==> src/rtl/bcd_countdown_timer.sv <==
// Loadable BCD MM:SS countdown timer with a 1 Hz prescaler and IDLE/RUN/DONE run control.
// BO pulses on the decrement that reaches 00:00; LdErr pulses when a load with non-BCD digits is rejected.
module bcd_countdown_timer #(
    parameter int TICK_DIV = 100000000
) (
    input  logic        CP,
    input  logic        CR,
    input  logic        LD,
    input  logic [15:0] D,
    input  logic        Start,
    input  logic        Stop,
    output logic [15:0] Q,
    output logic        Running,
    output logic        Done,
    output logic        BO,
    output logic        LdErr
);

    localparam int PW = $clog2(TICK_DIV);
    localparam logic [PW-1:0] PRE_LAST = PW'(TICK_DIV - 1);

    typedef enum logic [1:0] {
        IDLE = 2'd0,
        RUN  = 2'd1,
        DONE = 2'd2
    } state_t;

    state_t          state_reg, state_next;
    logic [15:0]     q_reg, q_next;
    logic [PW-1:0]   pre_reg, pre_next;
    logic            bo_reg, bo_next;
    logic            lderr_reg, lderr_next;
    logic            d_legal;
    logic [15:0]     q_dec;

    // One-second BCD decrement; the M10 digit is never asked to underflow.
    function automatic logic [15:0] bcd_dec(input logic [15:0] v);
        logic [3:0] m10, m1, s10, s1;
        logic       b;
        m10 = v[15:12];
        m1  = v[11:8];
        s10 = v[7:4];
        s1  = v[3:0];
        b   = (s1 == 4'd0);
        s1  = b ? 4'd9 : s1 - 4'd1;
        if (b) begin
            b   = (s10 == 4'd0);
            s10 = b ? 4'd5 : s10 - 4'd1;
        end
        if (b) begin
            b  = (m1 == 4'd0);
            m1 = b ? 4'd9 : m1 - 4'd1;
        end
        if (b) begin
            m10 = m10 - 4'd1;
        end
        return {m10, m1, s10, s1};
    endfunction

    assign d_legal = (D[15:12] <= 4'd9) && (D[11:8] <= 4'd9) &&
                     (D[7:4] <= 4'd5) && (D[3:0] <= 4'd9);
    assign q_dec   = bcd_dec(q_reg);

    always_ff @(posedge CP or posedge CR) begin
        if (CR) begin
            state_reg <= IDLE;
            q_reg     <= 16'h0000;
            pre_reg   <= '0;
            bo_reg    <= 1'b0;
            lderr_reg <= 1'b0;
        end else begin
            state_reg <= state_next;
            q_reg     <= q_next;
            pre_reg   <= pre_next;
            bo_reg    <= bo_next;
            lderr_reg <= lderr_next;
        end
    end

    // Priority chain: LD > Stop > Start > prescaler tick.
    always_comb begin
        state_next = state_reg;
        q_next     = q_reg;
        pre_next   = pre_reg;
        bo_next    = 1'b0;
        lderr_next = 1'b0;
        if (LD) begin
            if (d_legal) begin
                q_next     = D;
                state_next = IDLE;
                pre_next   = '0;
            end else begin
                lderr_next = 1'b1;
            end
        end else if (Stop && state_reg == RUN) begin
            state_next = IDLE;
        end else if (Start && state_reg == IDLE) begin
            if (q_reg != 16'h0000) begin
                state_next = RUN;
                pre_next   = '0;
            end else begin
                state_next = DONE;
            end
        end else if (state_reg == RUN) begin
            if (pre_reg == PRE_LAST) begin
                pre_next = '0;
                q_next   = q_dec;
                if (q_dec == 16'h0000) begin
                    state_next = DONE;
                    bo_next    = 1'b1;
                end
            end else begin
                pre_next = pre_reg + PW'(1);
            end
        end
    end

    assign Q       = q_reg;
    assign Running = (state_reg == RUN);
    assign Done    = (state_reg == DONE);
    assign BO      = bo_reg;
    assign LdErr   = lderr_reg;

endmodule

==> config.mk <==
export PLATFORM = sky130hd
export DESIGN_NAME = bcd_countdown_timer
export DESIGN_NICKNAME = d
export VERILOG_FILES = /design/src/rtl/bcd_countdown_timer.sv
export SDC_FILE = /design/constraint.sdc
export NUM_CORES = 1
export LEC_CHECK = 0
export ABC_AREA = 0
export BUFFER_PORTS_ARGS = -buffer_cell sky130_fd_sc_hd__buf_2
export CORE_ASPECT_RATIO = 0.5
export CORE_UTILIZATION = 63
export DETAILED_ROUTE_END_ITERATION = 8
export GPL_ROUTABILITY_DRIVEN = 1
export PLACE_DENSITY_LB_ADDON = 0.3
export SYNTH_ARGS = -nofsm -noshare
export SYNTH_HDL_FRONTEND = slang
export SYNTH_SLANG_ARGS = --single-unit
==> constraint.sdc <==
create_clock -name CP -period 4.4 [get_ports CP]
set_input_delay 1.32 -clock CP [delete_from_list [all_inputs] [get_ports CP]]
set_output_delay 1.32 -clock CP [all_outputs]
set_load 0.005 [all_outputs]
Word-level counts from Yosys, hierarchy flattened

Index checks and enable logic that the tools add are counted.

Flip-flop bits (word level): 47
Output and inout port bits: 20

Add/subtract/negate cells: 5
$lt $le $gt $ge: 4
Eq/ne operators: 7
Multiplexer cells: 37
Reductions and logical operators: 20

Operator list:

| cell                                                 | count |
|---|---|
| 2-to-1 mux 27 bit                                    | 7 |
| 2-to-1 mux 16 bit                                    | 6 |
| adder 27 x 1 -> 27 bit (second input constant)       | 1 |
| == test 27 bit (second input constant)               | 1 |
| 2-to-1 mux 4 bit                                     | 6 |
| logical NOT 16 bit                                   | 1 |
| 2-to-1 mux 2 bit                                     | 8 |
| nonzero test 16 bit                                  | 1 |
| subtractor 4 x 1 -> 4 bit (second input constant)    | 4 |
| <= comparator 4 bit (second input constant)          | 3 |
| logical NOT 4 bit                                    | 3 |
| nonzero test 4 bit                                   | 3 |
| 2-to-1 mux 1 bit                                     | 10 |
| AND reduction 4 bit                                  | 2 |
| logical AND 1 bit                                    | 5 |
| AND reduction 5 bit                                  | 1 |
| <= comparator 4 x 3 -> 1 bit (second input constant) | 1 |
| != test 2 bit (second input constant)                | 2 |
| nonzero test 2 bit                                   | 2 |
| != test 3 x 2 -> 1 bit (second input constant)       | 1 |
| nonzero test 3 bit                                   | 1 |
| == test 2 x 1 -> 1 bit (second input constant)       | 1 |
| == test 2 bit (second input constant)                | 1 |
| logical NOT 2 bit                                    | 1 |
| != test 2 x 1 -> 1 bit (second input constant)       | 1 |

Longest topological paths before layout

Gate-level depths: netlist (run 1).

Word-level depth: 11
Gate-level depth with buffers: 9
Depth with buffers taken out: 7

Worst setup path after synthesis (run 1)

No wires, ideal clock.

Path kind: input -> register
From: input port LD
To: register q_reg[1] (netlist: Q[1])
Library setup time: 0.130 ns
Arrival: 2.806 ns
Required time: 4.270 ns
Slack: 1.464 ns
Stages on the path: 8
Path through: clkbuf_1 > inv_1 > or2_2 > clkbuf_1 > clkbuf_1 > clkbuf_1 > a22oi_1 > o22ai_1

Longest elaborated chain between the ends: 2
Elaborated cells on any way between the ends: 7
Classes of those cells: eq/ne: 3; mux: 1; reduce/logical: 3

Ends and longest elaborated chain:

| item                                                  | line | text |
|---|---|---|
| start, declared                                       | 8    | `input logic LD,` |
| != test 2 bit (no line), or another cell as far along | --   |  |
| AND reduction 5 bit (no line)                         | --   |  |
| end signal, assigned                                  | 73   | `q_reg <= q_next;` |
| end, declared                                         | 29   | `logic [15:0] q_reg, q_next;` |

Parallel ways exist; a longest one is shown, timed or not.
A chain may end at the register's enable or synchronous reset.

Final worst setup path (run 1)

From: input port LD
To: register q_reg[2] (netlist: Q[2])

Same word-level chain as after synthesis.

==> results.cfg, run 1 <==
[timing]
fin_setup_tns_ps = 0
finalHoldViolCount = 0
setup_violations = 0
holdWs_ps = 524.5
slew_violations = 0
slew-limit-headroom = 0.2764
clock_skew_ps = 7.624
min_period_ps = 3322
fmax_mhz = 301.0
tightest_slew_ps = 1077
rsz0062_at_grt = no
fin_ws_ps = 1078
finalCritPeriodShare = 0.7551

[synthesis]
synth_xor_area_frac = 0.008430
synthCells = 348
syn-num-nets = 372
synthMostInstantiatedCell = dfrtp_1
async_flop_share = 1.000
netlist.area_leader.share = 0.3774
ys_seq_elements = 47
muxShareOfSynthArea = 0.006423
synth_area_leaders = dfrtp_1, a22o_1, nor2_1, nand4_1, nand3_1
ys_top_cells_by_count = dfrtp_1, a22o_1, nor2_1
synth_top_family_by_area = compound AO/OA/AOI/OAI gates
synth-compound-area-share = 0.2706
synth_top_area_cell = dfrtp_1
synthAdderAreaFrac = 0.01204
synth-seq-area-share = 0.3774
ys.flop_type = dfrtp_1
yosysUniqueCellTypes = 58
synth_area_per_cell_um2 = 8.956
synthSimpleGateAreaFrac = 0.2674
syn_area_um2 = 3117
yosysWarnings = 0
synth_edf_count = 0

[status]
run_status = completed

[cts]
hold_buffers = 0
htreeDepth = 2
cts_resized = 0
cts_made_buffers = 5
clkLatencyLatePin_ps = 310
path_clk_slew_ps = 100
cts_setup_buffers = 0
root_buffer = clkbuf_8
clockBufferDepth = 2
cts_tree = built
clkSinkCount = 47

[worst_hold_path]
hp-class = register to register

[power]
p_sw_uw = 364.3
leakage_uw = 0.001501
intPower_uw = 701.9
p_seq_frac = 0.507
powerDensity_nw_per_um2 = 313.9
irDropWorstVdd_uv = 255.0
pwr-share-clk = 0.257
p_comb_frac = 0.236
p_sw_frac = 0.3417

[place]
pre_cts_slack_ps = 806.0
detailed_place_hpwl_um = 5248
gp_congestion = 0.9309
portBuffers = 40
place_area_um2 = 3309

[route]
wl_per_cell_um = 17.66
drcViolationCount = 0
first_iter_violations = 294
vias = 3019
dr.pass1.iters = 6
vias_per_cell = 6.815
antenna_left = 0
drt-total-wl_um = 7823

[critical_path]
r2r_setup_slack_ps = 1610
crit_type = input pin to register
critPathBufInv = 2
worst_setup_path_end_kind = register
start_kind = input pin
crit_family = simple AND/OR/NAND/NOR gates
path_cells = buf_2, inv_1, or2_2, and2_4, a211o_1
worstPathMaxFanout = 43
critPathSlowestCell = or2_2
max_stage_delay_ps = 740
required_ps = 4610
cp.arrival_ps = 3530

[global_route]
grt_max_degree = 48
track_usage = 0.3236
overflow = 0
grt_pass1_vias = 2749
grt_pass1_wl_um = 13000
antenna_found_initial = 0

[finish]
largest_register_ffs = 27
area_growth_syn_to_layout_pct = 8.992
nFillCells = 326
nets = 400
register_area_um2 = 1176
final_area_um2 = 3397
multi_input_area_um2 = 1760
diodes = 0
drive_above_1_share = 0.1857

[job]
drv_cap = 0

[die]
die_area_um2 = 5250
pin_count = 41
coreArea_um2 = 4573
start_util = 0.6815
rows = 17
die_h_um = 51.74
die_w_um = 101.5
stage by stage:
step | cells | total power (uW) | util
6_report | 443 | 1066 | 0.7428
3_3_place_gp | 435 | 781.5 | 0.7237
5_1_grt | 443 | 1115 | 0.7428
4_1_cts | 443 | 1064 | 0.7428
2_1_floorplan | 348 | 704.2 | -
3_5_place_dp | 435 | 793.0 | 0.7237
worst paths after layout:
kind                        startpoint           end  cells past startpoint
max in group asynchronous           CR  state_reg[1]                      2
max reg2reg                       Q[0]   pre_reg[18]                      6
min reg2reg                pre_reg[15]   pre_reg[15]                      1
min in group asynchronous           CR   pre_reg[20]                      2
min                        pre_reg[15]   pre_reg[15]                      1
max                                 LD          Q[2]                      5
final cells by class:
cell class,count,area share
Clock buffer,5,0.02026
Inverter,18,0.01989
Timing Repair Buffer,43,0.06556
Multi-Input combinational cell,261,0.5182
Tap cell,66,0.02431
Clock inverter,3,0.005525
Sequential cell,47,0.3462
per-layer routing:
| layer | share of wire | vias up | global-route usage |
|---|---|---|---|
| met5 | 0 | - | 0 |
| met4 | 0.018 | 0 | 0.1087 |
| li1 | - | 1398 | - |
| met3 | 0.085 | 24 | 0.05511 |
| met2 | 0.46 | 180 | 0.5193 |
| met1 | 0.43 | 1417 | 0.4494 |
cell families (layout without fill, tap and decap cells):
group	count (synthesis)	in the layout
buf+inv	40	69
compound gates	109	109
fa+ha+maj	3	3
flops	47	47
simple gates	144	144
xor+xnor	3	3
mux	2	2
power by group through the flow:
| stage | Sequential, uW | Combinational [uW] | Clock [uW] |
|---|---|---|---|
| after floorplan | 537 | 167 | 0 |
| after global routing | 548 | 276 | 291 |
| after CTS | 538 | 249 | 277 |
| after detailed placement | 547 | 246 | 0 |
| after global placement | 543 | 238 | 0 |
| final | 541 | 251 | 274 |
worst register-to-register path: stages, from the launching register on:
cell and delay [ps]:
dfrtp_1 490, nor4_2 660, and3_1 370, a221o_1 550
buf_4 350, a22o_1 190, a22o_1 140
layout by cell type, fill, tap and decap left out, drive strengths merged, types with 6 or more instances in the layout:
cell and instances:
a21oi 12, a22o 39, a22oi 6, and3 6
buf 43, dfrtp 47, inv 19, nand2 17
nand3 16, nand4 15, nor2 36, nor3 12
nor4 13, o21ai 8, o22ai 9, o2bb2ai 7
Note: power is estimated with default switching activity, not from simulation.
==> run 2, diff against run 1 <==
- CORE_UTILIZATION: 63 -> 52
- clock period: 4.4 -> 2.7 ns (I/O delays scaled with it)
==> results.cfg, run 2 (synthesized netlist as in run 1, its figures left out) <==
[route]
met3_wirelength_um = 585
vias = 3050
wl_met1_um = 3411
drcViolationCount = 0
drt-total-wl_um = 8000
wl_per_cell_um = 17.32
first_iter_violations = 220
dr.pass1.iters = 5
wl_met2_um = 3894
maxUsedRoutingLayer = met4
vias_per_cell = 6.602
antenna_left = 0

[timing]
slew_violations = 0
slew-limit-headroom = 0.2939
fin_ws_ps = 235.2
finalHoldViolCount = 0
fin_setup_tns_ps = 0
min_period_ps = 2465
tightest_slew_ps = 1059
clock_skew_ps = 6.259
finalCritPeriodShare = 0.9129
rsz0062_at_grt = no
fmax_mhz = 405.7
setup_violations = 0

[die]
die_w_um = 111.5
die_h_um = 56.75
rows = 19
start_util = 0.5532
die_area_um2 = 6326
coreArea_um2 = 5634
pin_count = 41

[status]
run_status = completed

[cts]
htreeDepth = 2
clockBufferDepth = 2
clkLatencyLatePin_ps = 290
clkSinkCount = 47
cts_tree = built
cts_resized = 0
cts_made_buffers = 5
root_buffer = clkbuf_16
hold_buffers = 0
cts_setup_buffers = 0
path_clk_slew_ps = 60

[finish]
register_area_um2 = 1176
nets = 412
diodes = 0
area_growth_syn_to_layout_pct = 15.30
nFillCells = 460
drive_above_1_share = 0.2108
largest_register_ffs = 27
layout_common_cells = dfrtp_1, buf_2, a22o_1
multi_input_area_um2 = 1760
layout_commonest_cell = dfrtp_1

[critical_path]
worstRegToRegCells = 7
reg2reg_to = pre_reg[16]
crit_type = register to register
cp.arrival_ps = 2690
worstPathMaxFanout = 18
max_stage_delay_ps = 650
worst_setup_path_end_kind = register
start_kind = register
path_cells = inv_1, ha_1, nor3b_1, and3b_1, a221o_1, nor2_2, a22o_1
critPathSlowestCell = nor2_2
rr_startpoint = Q[12]
critPathBufInv = 1
required_ps = 2930
r2r_setup_slack_ps = 240
crit_family = simple AND/OR/NAND/NOR gates

[job]
drv_cap = 0

[place]
pre_cts_slack_ps = 145.3
gp_congestion = 0.8695
portBuffers = 40
detailed_place_hpwl_um = 5449

[worst_hold_path]
hp-class = register to register
min_path_cells = 1
hold_path_end = pre_reg[15]
worstHoldStart = pre_reg[15]

[power]
irDropWorstVdd_uv = 367.9
leakage_uw = 0.001595
powerDensity_nw_per_um2 = 545.7

[global_route]
antenna_found_initial = 0
grt_pass1_vias = 2901
grt_max_degree = 48
track_usage = 0.2632
grt_pass1_wl_um = 13310
overflow = 0
==> run 2: cell count changes in the layout (fill, tap and decap cells not counted), sizes merged <==
cell / change
buf: +12
clkinvlp: +1
clkinv: -2
inv: -1
clkbuf: +2
==> run 2: routing by layer <==
| layer | vias to the layer above | global-route usage |
|---|---|---|
| met1 | 1473 | 0.3356 |
| li1 | 1410 | - |
| met4 | 0 | 0.1023 |
| met5 | - | 0 |
| met2 | 150 | 0.4491 |
| met3 | 17 | 0.04860 |
==> run 2: worst max-delay path by stage <==
stage,from,endpoint,cells after the start
after floorplan,LD,Q[1],8
after global routing,Q[12],pre_reg[17],7
after CTS,pre_reg[10],pre_reg[10],5
final,Q[12],pre_reg[16],7
after global placement,LD,pre_reg[13],5
after detailed placement,LD,pre_reg[10],5
==> run 2: cell type report <==
type,instances,share of cell area
multi-input cells,261,0.4899
flip-flops and latches,47,0.3273
repair buffers,55,0.09401
clock buffers,7,0.04248
well taps,73,0.02542
inverters,18,0.01880
clock inverters,1,0.002089
==> run 2: worst reg2reg max path, stage by stage (launching register included) <==
cell     delay [ps]
dfrtp_1         440
inv_1            90
ha_1            200
nor3b_1         150
and3b_1         200
a221o_1         420
nor2_2          650
a22o_1          240
==> run 2: power by group <==
group / switching, uW / internal (uW) / total [uW]
clock: 267 / 394 / 661
combinational: 217 / 201 / 418
sequential: 110 / 772 / 882
total: 594 / 1370 / 1960
==> run 2: through the flow <==
| stage | std cells | util | hold WS (ps) | instance area, um2 | power, uW |
|---|---|---|---|---|---|
| detailed placement | 454 | 0.6094 | 503.7 | 3433 | 1304 |
| floorplan | 348 | - | 473.0 | 3117 | 1148 |
| global route | 462 | 0.6378 | 526.1 | 3593 | 2039 |
| CTS | 462 | 0.6378 | 518.1 | 3593 | 1959 |
| global placement | 454 | 0.6094 | 491.8 | 3433 | 1287 |
| finish | 462 | 0.6378 | 519.1 | 3593 | 1961 |
==> run 3, diff against run 2 <==
- CORE_MARGIN: unset -> 1.5
==> results.cfg, run 3 (synthesized netlist as in run 1, its figures left out) <==
[route]
wl_per_cell_um = 17.59
vias = 3026
dr.pass1.iters = 4
first_iter_violations = 172
drcViolationCount = 0
vias_per_cell = 6.550
drt-total-wl_um = 8128
antenna_left = 0

[critical_path]
rr_startpoint = pre_reg[0]
cp.arrival_ps = 2690
path_depth = 6
worstPathMaxFanout = 23
path_cells = ha_1, nand4_1, nor4b_4, a21oi_2, nand2b_1, o21ai_0
max_stage_delay_ps = 910
critPathSlowestCell = a21oi_2
crit_family = compound AO/OA/AOI/OAI gates
start_kind = register
crit_type = register to register
endpoint = pre_reg[0]
r2r_setup_slack_ps = 210
worst_setup_path_end_kind = register
startpoint = pre_reg[0]
reg2reg_to = pre_reg[0]
required_ps = 2900
critPathBufInv = 0
worstRegToRegCells = 6

[cts]
cts_made_buffers = 5
clkLatencyLatePin_ps = 290
hold_buffers = 0
root_buffer = clkbuf_16
htreeDepth = 2
path_clk_slew_ps = 60
cts_resized = 0
cts_setup_buffers = 0
clkSinkCount = 47
clockBufferDepth = 2
cts_tree = built

[job]
drv_cap = 0

[power]
p_sw_frac = 0.3090
irDropWorstVdd_uv = 307.4
pwr-share-clk = 0.326
intPower_uw = 1335
leakage_uw = 0.001592
powerDensity_nw_per_um2 = 540.7
p_sw_uw = 596.8
p_seq_frac = 0.456
p_comb_frac = 0.218

[place]
portBuffers = 40
detailed_place_hpwl_um = 5757
gp_congestion = 0.8602

[finish]
largest_register_ffs = 27
nFillCells = 476
diodes = 0
drive_above_1_share = 0.2108
layout_commonest_cell = dfrtp_1
area_growth_syn_to_layout_pct = 14.61
fin_util = 0.6340
layout_common_cells = dfrtp_1, buf_2, a22o_1
nets = 413

[timing]
fin_setup_tns_ps = 0
setup_violations = 0
finalHoldViolCount = 0
slew_violations = 0
min_period_ps = 2489
slew-limit-headroom = 0.2424
rsz0062_at_grt = no
finalCritPeriodShare = 0.9218
fmax_mhz = 401.8
tightest_slew_ps = 1136
clock_skew_ps = 3.799

[die]
die_h_um = 57.75
coreArea_um2 = 5634
die_w_um = 112.5
start_util = 0.5532
die_area_um2 = 6495
rows = 19
pin_count = 41

[status]
run_status = completed

[global_route]
overflow = 0
antenna_found_initial = 0
grt_max_degree = 32
grt_pass1_vias = 2945
grt_pass1_wl_um = 13680
track_usage = 0.2640

[worst_hold_path]
hp-class = input pin to async pin
[run 3: cell types whose count changed in the layout (fill, tap and decap cells not counted)]
cell,before,now
clkinvlp_4,1,0
buf_4,13,15
buf_12,2,1
clkbuf_8,2,1
clkinv_2,0,1
[run 3: worst reg2reg max path, delay by kind of cell, from the launching register on]
family | cells | cell delay [ps]
compound gates | 2 | 1130
flops | 1 | 400
simple gates | 3 | 620
fa+ha+maj | 1 | 250
[run 3: worst min path at each step]
stage           startpoint     endpoint  slack, ps  cells past startpoint
2_1_floorplan  pre_reg[15]  pre_reg[15]        470                      1
3_3_place_gp   pre_reg[15]  pre_reg[15]        490                      1
3_5_place_dp   pre_reg[15]  pre_reg[15]        510                      1
4_1_cts                 CR  pre_reg[21]        480                      2
5_1_grt                 CR  pre_reg[21]        490                      2
6_report                CR  pre_reg[20]        470                      2
[run 3: layer usage]
layer  GRT usage  wire (um)
met5           0          0
met4     0.09946         77
met3     0.05230        596
met2      0.4566       3975
met1      0.3374       3478
[run 3: cell type report]
cell class,count,area (um2),share of cell area
Clock buffer,6,138.9,0.03888
Clock inverter,1,5.005,0.001401
Inverter,18,67.56,0.01891
Multi-Input combinational cell,261,1760,0.4928
Sequential cell,47,1176,0.3292
Tap cell,73,91.34,0.02557
Timing Repair Buffer,56,332.8,0.09317
[run 3: metrics by stage]
step	setup WS (ps)	hold WS (ps)	power, uW	std cells	cell area, um2
6_report	211.2	466.4	1931	462	3572
2_1_floorplan	274.2	473.0	1148	348	3117
3_5_place_dp	129.6	513.7	1310	455	3428
5_1_grt	3.307	485.3	2027	462	3572
4_1_cts	209.9	475.9	1932	462	3572
3_3_place_gp	227.8	489.1	1287	455	3428
[run 3: power groups by stage]
stage	clock network, uW	logic [uW]	registers [uW]
detailed placement	0	418	892
global route	668	464	895
finish	629	422	881
global placement	0	402	885
CTS	632	422	879
floorplan	0	272	876
